===== src/rtl/exu_lpwbck_pkg.sv =====
// Long-pipe writeback shared definitions.
// Sizes, tag/data types and the RUN/DRAIN state encoding.
package exu_lpwbck_pkg;

    localparam int E203_OITF_DEPTH  = 2;
    localparam int E203_ITAG_WIDTH  = 1;
    localparam int E203_RFIDX_WIDTH = 5;
    localparam int E203_PC_SIZE     = 32;
    localparam int E203_XLEN        = 32;

    localparam logic E203_LPWBCK_ST_RUN   = 1'b0;
    localparam logic E203_LPWBCK_ST_DRAIN = 1'b1;

    typedef logic [E203_ITAG_WIDTH-1:0]  itag_t;
    typedef logic [E203_RFIDX_WIDTH-1:0] rfidx_t;
    typedef logic [E203_PC_SIZE-1:0]     pc_t;
    typedef logic [E203_XLEN-1:0]        xlen_t;

    typedef enum logic {
        ST_RUN   = E203_LPWBCK_ST_RUN,
        ST_DRAIN = E203_LPWBCK_ST_DRAIN
    } lpwbck_st_e;

endpackage


===== src/rtl/exu_lpwbck_if.sv =====
// Long-pipe writeback handshake bundle.
// LSU/FPU completion inputs, regfile write and exception outputs.
interface exu_lpwbck_if;
    import exu_lpwbck_pkg::*;

    logic   lsu_wbck_i_valid;
    logic   lsu_wbck_i_ready;
    itag_t  lsu_wbck_i_itag;
    xlen_t  lsu_wbck_i_wdat;
    logic   lsu_wbck_i_err;

    logic   fpu_wbck_i_valid;
    logic   fpu_wbck_i_ready;
    itag_t  fpu_wbck_i_itag;
    xlen_t  fpu_wbck_i_wdat;
    logic   fpu_wbck_i_err;

    logic   rf_wbck_o_valid;
    logic   rf_wbck_o_ready;
    xlen_t  rf_wbck_o_wdat;
    rfidx_t rf_wbck_o_rdidx;
    logic   rf_wbck_o_rdfpu;

    logic   excp_o_valid;
    logic   excp_o_ready;
    pc_t    excp_o_pc;

    modport slave (
        input  lsu_wbck_i_valid, lsu_wbck_i_itag,
        input  lsu_wbck_i_wdat, lsu_wbck_i_err,
        output lsu_wbck_i_ready,
        input  fpu_wbck_i_valid, fpu_wbck_i_itag,
        input  fpu_wbck_i_wdat, fpu_wbck_i_err,
        output fpu_wbck_i_ready,
        output rf_wbck_o_valid, rf_wbck_o_wdat,
        output rf_wbck_o_rdidx, rf_wbck_o_rdfpu,
        input  rf_wbck_o_ready,
        output excp_o_valid, excp_o_pc,
        input  excp_o_ready
    );

    modport master (
        output lsu_wbck_i_valid, lsu_wbck_i_itag,
        output lsu_wbck_i_wdat, lsu_wbck_i_err,
        input  lsu_wbck_i_ready,
        output fpu_wbck_i_valid, fpu_wbck_i_itag,
        output fpu_wbck_i_wdat, fpu_wbck_i_err,
        input  fpu_wbck_i_ready,
        input  rf_wbck_o_valid, rf_wbck_o_wdat,
        input  rf_wbck_o_rdidx, rf_wbck_o_rdfpu,
        output rf_wbck_o_ready,
        input  excp_o_valid, excp_o_pc,
        output excp_o_ready
    );

endinterface


===== src/rtl/exu_lpwbck_rbuf.sv =====
// Result buffer: one slot per ITAG holding vld/err/wdat.
// Two set ports (LSU, FPU), one clear port, one read port.
module exu_lpwbck_rbuf
    import exu_lpwbck_pkg::*;
(
    input  logic  clk,
    input  logic  rst,
    input  logic  set_a,
    input  itag_t set_a_idx,
    input  logic  set_a_err,
    input  xlen_t set_a_wdat,
    input  logic  set_b,
    input  itag_t set_b_idx,
    input  logic  set_b_err,
    input  xlen_t set_b_wdat,
    input  logic  clr,
    input  itag_t clr_idx,
    input  itag_t rd_idx,
    output logic [E203_OITF_DEPTH-1:0] vld,
    output logic  rd_vld,
    output logic  rd_err,
    output xlen_t rd_wdat
);

    logic [E203_OITF_DEPTH-1:0] vld_nxt;
    logic  err_q  [E203_OITF_DEPTH];
    xlen_t wdat_q [E203_OITF_DEPTH];

    // Set and clear never target the same slot: a slot is
    // only accepted into while its vld is low.
    always_comb begin
        vld_nxt = vld;
        if (clr)
            vld_nxt[clr_idx] = 1'b0;
        if (set_a)
            vld_nxt[set_a_idx] = 1'b1;
        if (set_b)
            vld_nxt[set_b_idx] = 1'b1;
    end

    always_ff @(posedge clk or posedge rst) begin
        if (rst)
            vld <= '0;
        else
            vld <= vld_nxt;
    end

    // Payload is qualified by vld, so it carries no reset.
    always_ff @(posedge clk) begin
        if (set_a) begin
            err_q[set_a_idx]  <= set_a_err;
            wdat_q[set_a_idx] <= set_a_wdat;
        end
        if (set_b) begin
            err_q[set_b_idx]  <= set_b_err;
            wdat_q[set_b_idx] <= set_b_wdat;
        end
    end

    assign rd_vld  = vld[rd_idx];
    assign rd_err  = err_q[rd_idx];
    assign rd_wdat = wdat_q[rd_idx];

endmodule


===== src/rtl/exu_lpwbck.sv =====
// Long-pipe writeback: reorders LSU/FPU completions to OITF order.
// Ports: clk/rst, wb (completions, rf write, exception), oitf_* head.
module exu_lpwbck
    import exu_lpwbck_pkg::*;
(
    input  logic   clk,
    input  logic   rst,
    exu_lpwbck_if.slave wb,
    input  logic   oitf_empty,
    input  itag_t  oitf_ret_ptr,
    input  rfidx_t oitf_ret_rdidx,
    input  logic   oitf_ret_rdwen,
    input  logic   oitf_ret_rdfpu,
    input  pc_t    oitf_ret_pc,
    output logic   oitf_ret_ena
);

    logic [E203_OITF_DEPTH-1:0] vld;
    logic       same_tag;
    logic       lsu_acc;
    logic       fpu_acc;
    logic       head_vld;
    logic       head_err;
    xlen_t      head_wdat;
    logic       head_rdy;
    logic       rf_vld;
    logic       ex_vld;
    logic       ret;
    lpwbck_st_e st_q;
    lpwbck_st_e st_d;

    // LSU wins when both sources target the same slot.
    assign same_tag = wb.lsu_wbck_i_valid
                    & wb.fpu_wbck_i_valid
                    & (wb.lsu_wbck_i_itag == wb.fpu_wbck_i_itag);

    assign wb.lsu_wbck_i_ready = ~vld[wb.lsu_wbck_i_itag];
    assign wb.fpu_wbck_i_ready = ~vld[wb.fpu_wbck_i_itag]
                               & ~same_tag;

    assign lsu_acc = wb.lsu_wbck_i_valid & wb.lsu_wbck_i_ready;
    assign fpu_acc = wb.fpu_wbck_i_valid & wb.fpu_wbck_i_ready;

    exu_lpwbck_rbuf u_rbuf (
        .clk        (clk),
        .rst        (rst),
        .set_a      (lsu_acc),
        .set_a_idx  (wb.lsu_wbck_i_itag),
        .set_a_err  (wb.lsu_wbck_i_err),
        .set_a_wdat (wb.lsu_wbck_i_wdat),
        .set_b      (fpu_acc),
        .set_b_idx  (wb.fpu_wbck_i_itag),
        .set_b_err  (wb.fpu_wbck_i_err),
        .set_b_wdat (wb.fpu_wbck_i_wdat),
        .clr        (ret),
        .clr_idx    (oitf_ret_ptr),
        .rd_idx     (oitf_ret_ptr),
        .vld        (vld),
        .rd_vld     (head_vld),
        .rd_err     (head_err),
        .rd_wdat    (head_wdat)
    );

    assign head_rdy = head_vld & ~oitf_empty;

    always_ff @(posedge clk or posedge rst) begin
        if (rst)
            st_q <= ST_RUN;
        else
            st_q <= st_d;
    end

    // After an exception is taken, everything still in the
    // OITF belongs to the flushed stream and retires silently.
    always_comb begin
        st_d   = st_q;
        rf_vld = 1'b0;
        ex_vld = 1'b0;
        ret    = 1'b0;
        unique case (st_q)
            ST_RUN: begin
                if (head_rdy) begin
                    if (head_err) begin
                        ex_vld = 1'b1;
                        ret    = wb.excp_o_ready;
                        if (wb.excp_o_ready)
                            st_d = ST_DRAIN;
                    end else if (oitf_ret_rdwen) begin
                        rf_vld = 1'b1;
                        ret    = wb.rf_wbck_o_ready;
                    end else begin
                        ret = 1'b1;
                    end
                end
            end
            ST_DRAIN: begin
                ret = head_rdy;
                if (oitf_empty)
                    st_d = ST_RUN;
            end
        endcase
    end

    assign oitf_ret_ena       = ret;
    assign wb.rf_wbck_o_valid = rf_vld;
    assign wb.rf_wbck_o_wdat  = head_wdat;
    assign wb.rf_wbck_o_rdidx = oitf_ret_rdidx;
    assign wb.rf_wbck_o_rdfpu = oitf_ret_rdfpu;
    assign wb.excp_o_valid    = ex_vld;
    assign wb.excp_o_pc       = oitf_ret_pc;

endmodule


===== src/flat_wrapper.sv =====
// flat-port wrapper written by rule: the top's interface ports become plain ports
module exu_lpwbck_flat import exu_lpwbck_pkg::*;
  (clk, rst, oitf_empty, oitf_ret_ptr, oitf_ret_rdidx, oitf_ret_rdwen, oitf_ret_rdfpu, oitf_ret_pc, oitf_ret_ena, wb_lsu_wbck_i_valid, wb_lsu_wbck_i_itag, wb_lsu_wbck_i_wdat, wb_lsu_wbck_i_err, wb_lsu_wbck_i_ready, wb_fpu_wbck_i_valid, wb_fpu_wbck_i_itag, wb_fpu_wbck_i_wdat, wb_fpu_wbck_i_err, wb_fpu_wbck_i_ready, wb_rf_wbck_o_valid, wb_rf_wbck_o_wdat, wb_rf_wbck_o_rdidx, wb_rf_wbck_o_rdfpu, wb_rf_wbck_o_ready, wb_excp_o_valid, wb_excp_o_pc, wb_excp_o_ready);
  exu_lpwbck_if wb_i ();
  input  logic clk;
  input  logic rst;
  input  logic oitf_empty;
  input  itag_t oitf_ret_ptr;
  input  rfidx_t oitf_ret_rdidx;
  input  logic oitf_ret_rdwen;
  input  logic oitf_ret_rdfpu;
  input  pc_t oitf_ret_pc;
  output logic oitf_ret_ena;
  input wire logic [$bits(wb_i.lsu_wbck_i_valid)-1:0] wb_lsu_wbck_i_valid;
  input wire logic [$bits(wb_i.lsu_wbck_i_itag)-1:0] wb_lsu_wbck_i_itag;
  input wire logic [$bits(wb_i.lsu_wbck_i_wdat)-1:0] wb_lsu_wbck_i_wdat;
  input wire logic [$bits(wb_i.lsu_wbck_i_err)-1:0] wb_lsu_wbck_i_err;
  output wire logic [$bits(wb_i.lsu_wbck_i_ready)-1:0] wb_lsu_wbck_i_ready;
  input wire logic [$bits(wb_i.fpu_wbck_i_valid)-1:0] wb_fpu_wbck_i_valid;
  input wire logic [$bits(wb_i.fpu_wbck_i_itag)-1:0] wb_fpu_wbck_i_itag;
  input wire logic [$bits(wb_i.fpu_wbck_i_wdat)-1:0] wb_fpu_wbck_i_wdat;
  input wire logic [$bits(wb_i.fpu_wbck_i_err)-1:0] wb_fpu_wbck_i_err;
  output wire logic [$bits(wb_i.fpu_wbck_i_ready)-1:0] wb_fpu_wbck_i_ready;
  output wire logic [$bits(wb_i.rf_wbck_o_valid)-1:0] wb_rf_wbck_o_valid;
  output wire logic [$bits(wb_i.rf_wbck_o_wdat)-1:0] wb_rf_wbck_o_wdat;
  output wire logic [$bits(wb_i.rf_wbck_o_rdidx)-1:0] wb_rf_wbck_o_rdidx;
  output wire logic [$bits(wb_i.rf_wbck_o_rdfpu)-1:0] wb_rf_wbck_o_rdfpu;
  input wire logic [$bits(wb_i.rf_wbck_o_ready)-1:0] wb_rf_wbck_o_ready;
  output wire logic [$bits(wb_i.excp_o_valid)-1:0] wb_excp_o_valid;
  output wire logic [$bits(wb_i.excp_o_pc)-1:0] wb_excp_o_pc;
  input wire logic [$bits(wb_i.excp_o_ready)-1:0] wb_excp_o_ready;
  assign wb_i.lsu_wbck_i_valid = wb_lsu_wbck_i_valid;
  assign wb_i.lsu_wbck_i_itag = wb_lsu_wbck_i_itag;
  assign wb_i.lsu_wbck_i_wdat = wb_lsu_wbck_i_wdat;
  assign wb_i.lsu_wbck_i_err = wb_lsu_wbck_i_err;
  assign wb_lsu_wbck_i_ready = wb_i.lsu_wbck_i_ready;
  assign wb_i.fpu_wbck_i_valid = wb_fpu_wbck_i_valid;
  assign wb_i.fpu_wbck_i_itag = wb_fpu_wbck_i_itag;
  assign wb_i.fpu_wbck_i_wdat = wb_fpu_wbck_i_wdat;
  assign wb_i.fpu_wbck_i_err = wb_fpu_wbck_i_err;
  assign wb_fpu_wbck_i_ready = wb_i.fpu_wbck_i_ready;
  assign wb_rf_wbck_o_valid = wb_i.rf_wbck_o_valid;
  assign wb_rf_wbck_o_wdat = wb_i.rf_wbck_o_wdat;
  assign wb_rf_wbck_o_rdidx = wb_i.rf_wbck_o_rdidx;
  assign wb_rf_wbck_o_rdfpu = wb_i.rf_wbck_o_rdfpu;
  assign wb_i.rf_wbck_o_ready = wb_rf_wbck_o_ready;
  assign wb_excp_o_valid = wb_i.excp_o_valid;
  assign wb_excp_o_pc = wb_i.excp_o_pc;
  assign wb_i.excp_o_ready = wb_excp_o_ready;
  exu_lpwbck u_core (.clk(clk), .rst(rst), .wb(wb_i), .oitf_empty(oitf_empty), .oitf_ret_ptr(oitf_ret_ptr), .oitf_ret_rdidx(oitf_ret_rdidx), .oitf_ret_rdwen(oitf_ret_rdwen), .oitf_ret_rdfpu(oitf_ret_rdfpu), .oitf_ret_pc(oitf_ret_pc), .oitf_ret_ena(oitf_ret_ena));
endmodule

===== config.mk =====
export PLATFORM = sky130hd
export DESIGN_NAME = exu_lpwbck_flat
export DESIGN_NICKNAME = d
export VERILOG_FILES = /design/src/rtl/exu_lpwbck_pkg.sv /design/src/rtl/exu_lpwbck_if.sv /design/src/rtl/exu_lpwbck_rbuf.sv /design/src/rtl/exu_lpwbck.sv /design/src/flat_wrapper.sv
export SDC_FILE = /design/constraint.sdc
export NUM_CORES = 1
export LEC_CHECK = 0
export CORE_ASPECT_RATIO = 0.8
export CORE_MARGIN = 3
export CORE_UTILIZATION = 35
export DETAILED_ROUTE_END_ITERATION = 10
export GPL_TIMING_DRIVEN = 0
export HOLD_SLACK_MARGIN = 0.06
export PLACE_DENSITY = 0.82
export SYNTH_ARGS = -nofsm -noshare
export SYNTH_HDL_FRONTEND = slang
export SYNTH_SLANG_ARGS = --single-unit

===== constraint.sdc =====
create_clock -name clk -period 7.3 [get_ports clk]
set_input_delay 1.46 -clock clk [delete_from_list [all_inputs] [get_ports clk]]
set_output_delay 1.46 -clock clk [all_outputs]
set_load 0.02 [all_outputs]

### After elaboration in Yosys (flattened, before gate mapping)

Memories as Yosys holds them, arrays and structs flattened.
Index checks and enable logic that the tools add are counted.

* bits in registers: 3
* RAM bits: 66
* input bits: 115
* output and inout bits: 75
* logic and storage cells: 64
* memories kept: 2

Memory list
* u_core.u_rbuf.wdat_q: words 2, width 32, read ports 1, clocked after Yosys merged registers in 0, write ports 2, RTL line exu_lpwbck_rbuf.sv:27 `xlen_t wdat_q [E203_OITF_DEPTH];`
* u_core.u_rbuf.err_q: words 2, width 1, read ports 1, clocked after Yosys merged registers in 0, write ports 2, RTL line exu_lpwbck_rbuf.sv:26 `logic err_q [E203_OITF_DEPTH];`

* $lt $le $gt $ge: 6
* eq/ne operators: 1
* mux-type cells: 35
* bitwise operators: 15
* reductions and logical operators: 3

Operator list (number)
* 1-bit two-way mux: 27
* 1-bit AND: 6
* 1-bit by 2-bit less-than comparator with 1-bit output (second input constant): 3
* 2-bit two-way mux: 3
* 1-bit inverter: 5
* 2-bit bitwise OR: 2
* 1-bit one-hot mux with 2 select lines: 2
* 1-bit demux with 1-bit select: 3
* 1-bit greater-or-equal comparator (second input constant): 3
* 1-bit logical AND: 3
* 2-bit AND: 1
* 2-bit inverter: 1
* 1-bit == test: 1

### Logic depth before layout (Yosys ltp)

* depth after elaboration: 11
* mapped depth: 5
* gate-level depth less buffers: 3

### By module

From an unflattened synthesis, not the netlist that was laid out.

* cell total of the unflattened synthesis: 247
* area total of the unflattened synthesis: 3863.7 µm²

By module, submodules not included
* exu_lpwbck_rbuf: instances 1, cells each 192, area an instance 3433.3 µm², seq. area each 2031.9 µm²
* exu_lpwbck: instances 1, cells each 55, area an instance 430.4 µm², seq. area each 25.0 µm²

### Worst setup path before layout

Ideal clock, no wire load.

* path type: input port to output port
* from: input oitf_ret_ptr
* to: output oitf_ret_ena
* arrival: 2.789 ns
* required time: 5.840 ns
* path slack: 3.051 ns
* stages: 4
* buffers on the path: 1
* cell sequence: buf_2 -> mux2i_1 -> mux2_2 -> nor3_1

* word-level cells in the longest chain between the ends: 5
* elaborated cells on any way between the ends: 7
* classes of those cells: mux (5); bitwise (1); memory (1)

RTL lines
* start, declared: RTL line flat_wrapper.sv:8 `input itag_t oitf_ret_ptr;`
* 1-bit two-way mux (not written as such) (2 in series): RTL line exu_lpwbck_rbuf.sv:60 `assign rd_vld = vld[rd_idx];`
* 1-bit AND: RTL line exu_lpwbck.sv:64 `assign head_rdy = head_vld & ~oitf_empty;`
* 1-bit two-way mux: RTL line exu_lpwbck.sv:82 `if (head_rdy) begin`
* 1-bit one-hot mux with 2 select lines (*): RTL line exu_lpwbck.sv:80 `unique case (st_q)`
* end, declared: RTL line flat_wrapper.sv:13 `output logic oitf_ret_ena;`

Every way passes the cells marked *; elsewhere a longest branch is shown, timed or not. The select of a mux whose other input is x is not followed.

### Worst setup path in the final report

Ends and elaborated chain as after synthesis.

==> summary.md <==
The share of cells above drive strength 1 is 0.396, and the total power divided by cell area is 195 mW/mm². After the last flow step, the layout net total stands at 524. The ratio of final minimum period to clock period came out at 0.657. Hold violation total from the final report: 0. During synthesis, Yosys emitted a total of 0 warnings. The die covers 0.0124 mm². The tree built by TritonCTS fans out to 69 sinks. The tightest slew margin relative to the limit is 0.505, and the switching power summed over all nets is 0.272 mW.

The tools report the worst hold margin as 0.610 ns. Instance count after placement with tap cells included: 538. The transition at the pin with the smallest max-transition slack was 0.742 ns; the number of H-tree branching levels was 3. Initial core utilization: 0.369.

The tools report the wire length of the first global-routing pass as 14200 µm. Using the TritonRoute via totals, the vias-per-cell ratio works out to 4.73. The width of the die is 124 µm. In the synthesized netlist the dominant register cell turns out to be edfxtp_1. The longest clock path from root to sink contains 2 buffers. The post-CTS setup-driven buffer insertion count came out at 0. In the post-synthesis netlist, the cell with the most instances is mux2_2.

The initial antenna violation count is 0, and the largest clock skew in the final design is 0.00592 ns. First-pass iteration count of the detailed router: 4. The post-route non-filler standard cell count was 554. Counting I/O delays and the setup requirement, the final critical path takes 4.79 ns. The run finished with clean final reports. The proportion of synthesized flip-flops having asynchronous set or reset works out to 0.0435.

The path class of the tightest hold or removal check is reg -> reg. For this run, design rule violations remaining after detail routing come to 0. The synthesized design spends more area on one cell type than any other, namely edfxtp_1. The tools report the end-of-flow core utilization as 0.563. The tools report the root buffer selected by CTS as clkbuf_16. The first routing iteration left 97 violations. The filler cells instantiated in the layout total 889. The worst path meets setup with 2.51 ns of slack. Counting every net in the synthesized netlist gives 361. Endpoint kind of the worst setup timing path: an output pin. For the reg2reg setup slack, the log shows 5.52 ns.

STA classifies the critical path startpoint as a primary input. After synthesis the netlist holds a flip-flop and latch count of 69. Ranked by total cell area, the synthesized netlist is headed by edfxtp_1, mux2_2, mux2_4, buf_4, dfrtp_1. The tools report the count of nets left with antenna violations after detail routing as 0. Counting flops with a built-in enable in the synthesized netlist gives 66.

Data on the critical path is required at its endpoint by 5.84 ns. The final layout contains routed wiring with a total length of 9320 µm. After clock tree synthesis, the flow added hold-fix buffers numbering 0.

The final antenna diode count is 0, and the sequential share of power is 0.411. The total I/O pin count is 190, and the row count is 33. The run gives 86.0 µV as the worst ir drop on vdd.

The die is 100 µm tall. TritonCTS built the clock tree. The portion of total power attributed to combinational logic came out at 0.228. The number of global-route vias before repair came out at 2922.

Setup violations remaining at the end of the flow were counted as 0. After global routing the overflow that remains totals 0. In the final layout, the multi-input gates occupy 0.00145 mm². The register area share after synthesis is 0.529, and the maximum fanout along the worst path is 9. In this run the cell area of the synthesized design comes to 0.00389 mm².

Static timing analysis puts the maximum clock frequency at 209 MHz. The logs give 0 for the max-slew violation count and 28 for the count of different cell masters after synthesis. In the synthesized netlist, the cells that appear most often are mux2_2, edfxtp_1, buf_4, mux2_4, nand2_1. The proportion of total power due to net switching was 0.235. Dividing the synthesized area by the synthesized cell count gives 15.8 µm².

The arrival time at the worst endpoint was 3.33 ns; the total number of vias was 2622. Entering global routing, the biggest net connects 18 pins. For the total area of sequential cells, the log shows 0.00206 mm². Clock-pin slew was measured on the worst setup and hold paths at 0.06 ns.

Compared with the post-synthesis result, the final layout area differs by 52.4%. Setup repair after global routing left no endpoint under its margin. The reported max-cap violation count was 0; the placeable core region was 0.0105 mm². The run gives 7100 µm as the total half-perimeter wirelength after legalization and detailed placement. Dividing the detail-routed wire length by the instance count gives 16.8 µm.

The classification of the worst setup path is in -> out. The number of gates resized after CTS was 0. The quantity of I/O buffers inserted on ports is 150, and the standby leakage power is 2.26 nW.

The last weighted congestion value of the routability-driven placer was 0.729. The post-placement worst setup slack is 2.47 ns, and the sum of negative setup slack is 0 ns. Counting every instance in the synthesized netlist gives 246.

The relative contribution of the clock network to total power is 0.361, and the total internal power is 0.885 mW. The fraction of post-synthesis cell area in the top cell type by area is 0.510. The run gives 0.149 as the global routing usage summed across all routing layers. Buffers inserted during clock tree synthesis total 9. Source-to-sink clock delay at the later pin of the worst-skew pair: 0.32 ns.
[placed cells by master, fill, tap and decap left out, types with 3 or more instances in the layout]
master | synthesis | final
clkbuf_16 | 0 | 9
nand2_1 | 5 | 5
buf_4 | 41 | 41
edfxtp_1 | 66 | 66
dfrtp_1 | 3 | 3
buf_12 | 3 | 3
mux2_2 | 68 | 68
buf_1 | 3 | 3
clkdlybuf4s50_1 | 0 | 150
clkbuf_1 | 0 | 3
mux2i_1 | 3 | 3
mux2_4 | 30 | 30
[layout make-up]
cell class,count,area share
flip-flops and latches,69,0.347
repair buffers,152,0.263
multi-input cells,126,0.244
plain buffers,49,0.0667
clock buffers,12,0.0399
well taps,140,0.0296
clock inverters,4,0.00845
inverters,2,0.00127
[power groups by stage]
stage | registers, mW | clock network (mW) | logic, mW
2_1_floorplan | 0.481 | 0 | 0.139
3_3_place_gp | 0.483 | 0 | 0.253
3_5_place_dp | 0.483 | 0 | 0.265
4_1_cts | 0.475 | 0.427 | 0.267
5_1_grt | 0.477 | 0.443 | 0.280
6_report | 0.475 | 0.418 | 0.263
[layer usage]
metal / track usage / routed length, µm
met1: 0.175 / 3750
met5: 0 / 0
met2: 0.265 / 4770
met4: 0.0536 / 159
met3: 0.0349 / 636
[registers in the layout, indices dropped and copies added, names as in the netlist]
| register | flops |
|---|---|
| u_core.st_q | 1 |
| u_core.u_rbuf.err_q | 2 |
| u_core.u_rbuf.vld | 2 |
| u_core.u_rbuf.wdat_q | 64 |
[path summary, 6_finish.rpt]
path	startpoint	end	cells past startpoint
max reg2reg	u_core.u_rbuf.vld[1]	u_core.u_rbuf.wdat_q[1][21]	3
max in group asynchronous	rst	u_core.st_q	2
min reg2reg	u_core.st_q	u_core.st_q	1
min	u_core.st_q	u_core.st_q	1
max	oitf_ret_ptr	oitf_ret_ena	5
min in group asynchronous	rst	u_core.u_rbuf.vld[1]	2
[cells by family (layout without fill, tap and decap cells)]
logic type                count (synthesis)  count (layout)  synth area share
muxes                                   103             103             0.326
DFF                                      69              69             0.529
buffers and inverters                    51             219             0.104
and+or+nand+nor                          17              17            0.0283
AOI/OAI and AO/OA                         5               5            0.0106
xor gates and xnor gates                  1               1           0.00225
[worst max-delay path, cell delays in order]
cell             delay, ns
buf_2                 0.25
mux2i_1               0.36
mux2_2                0.42
nor3_1                0.19
clkdlybuf4s50_1       0.64
[metrics by stage]
step	cell area (µm²)	total power, mW
3_5_place_dp	5640	0.749
3_3_place_gp	5570	0.736
4_1_cts	5930	1.17
6_report	5930	1.16
2_1_floorplan	3890	0.619
5_1_grt	5930	1.20
No activity file was read; power rests on OpenSTA's default activity.
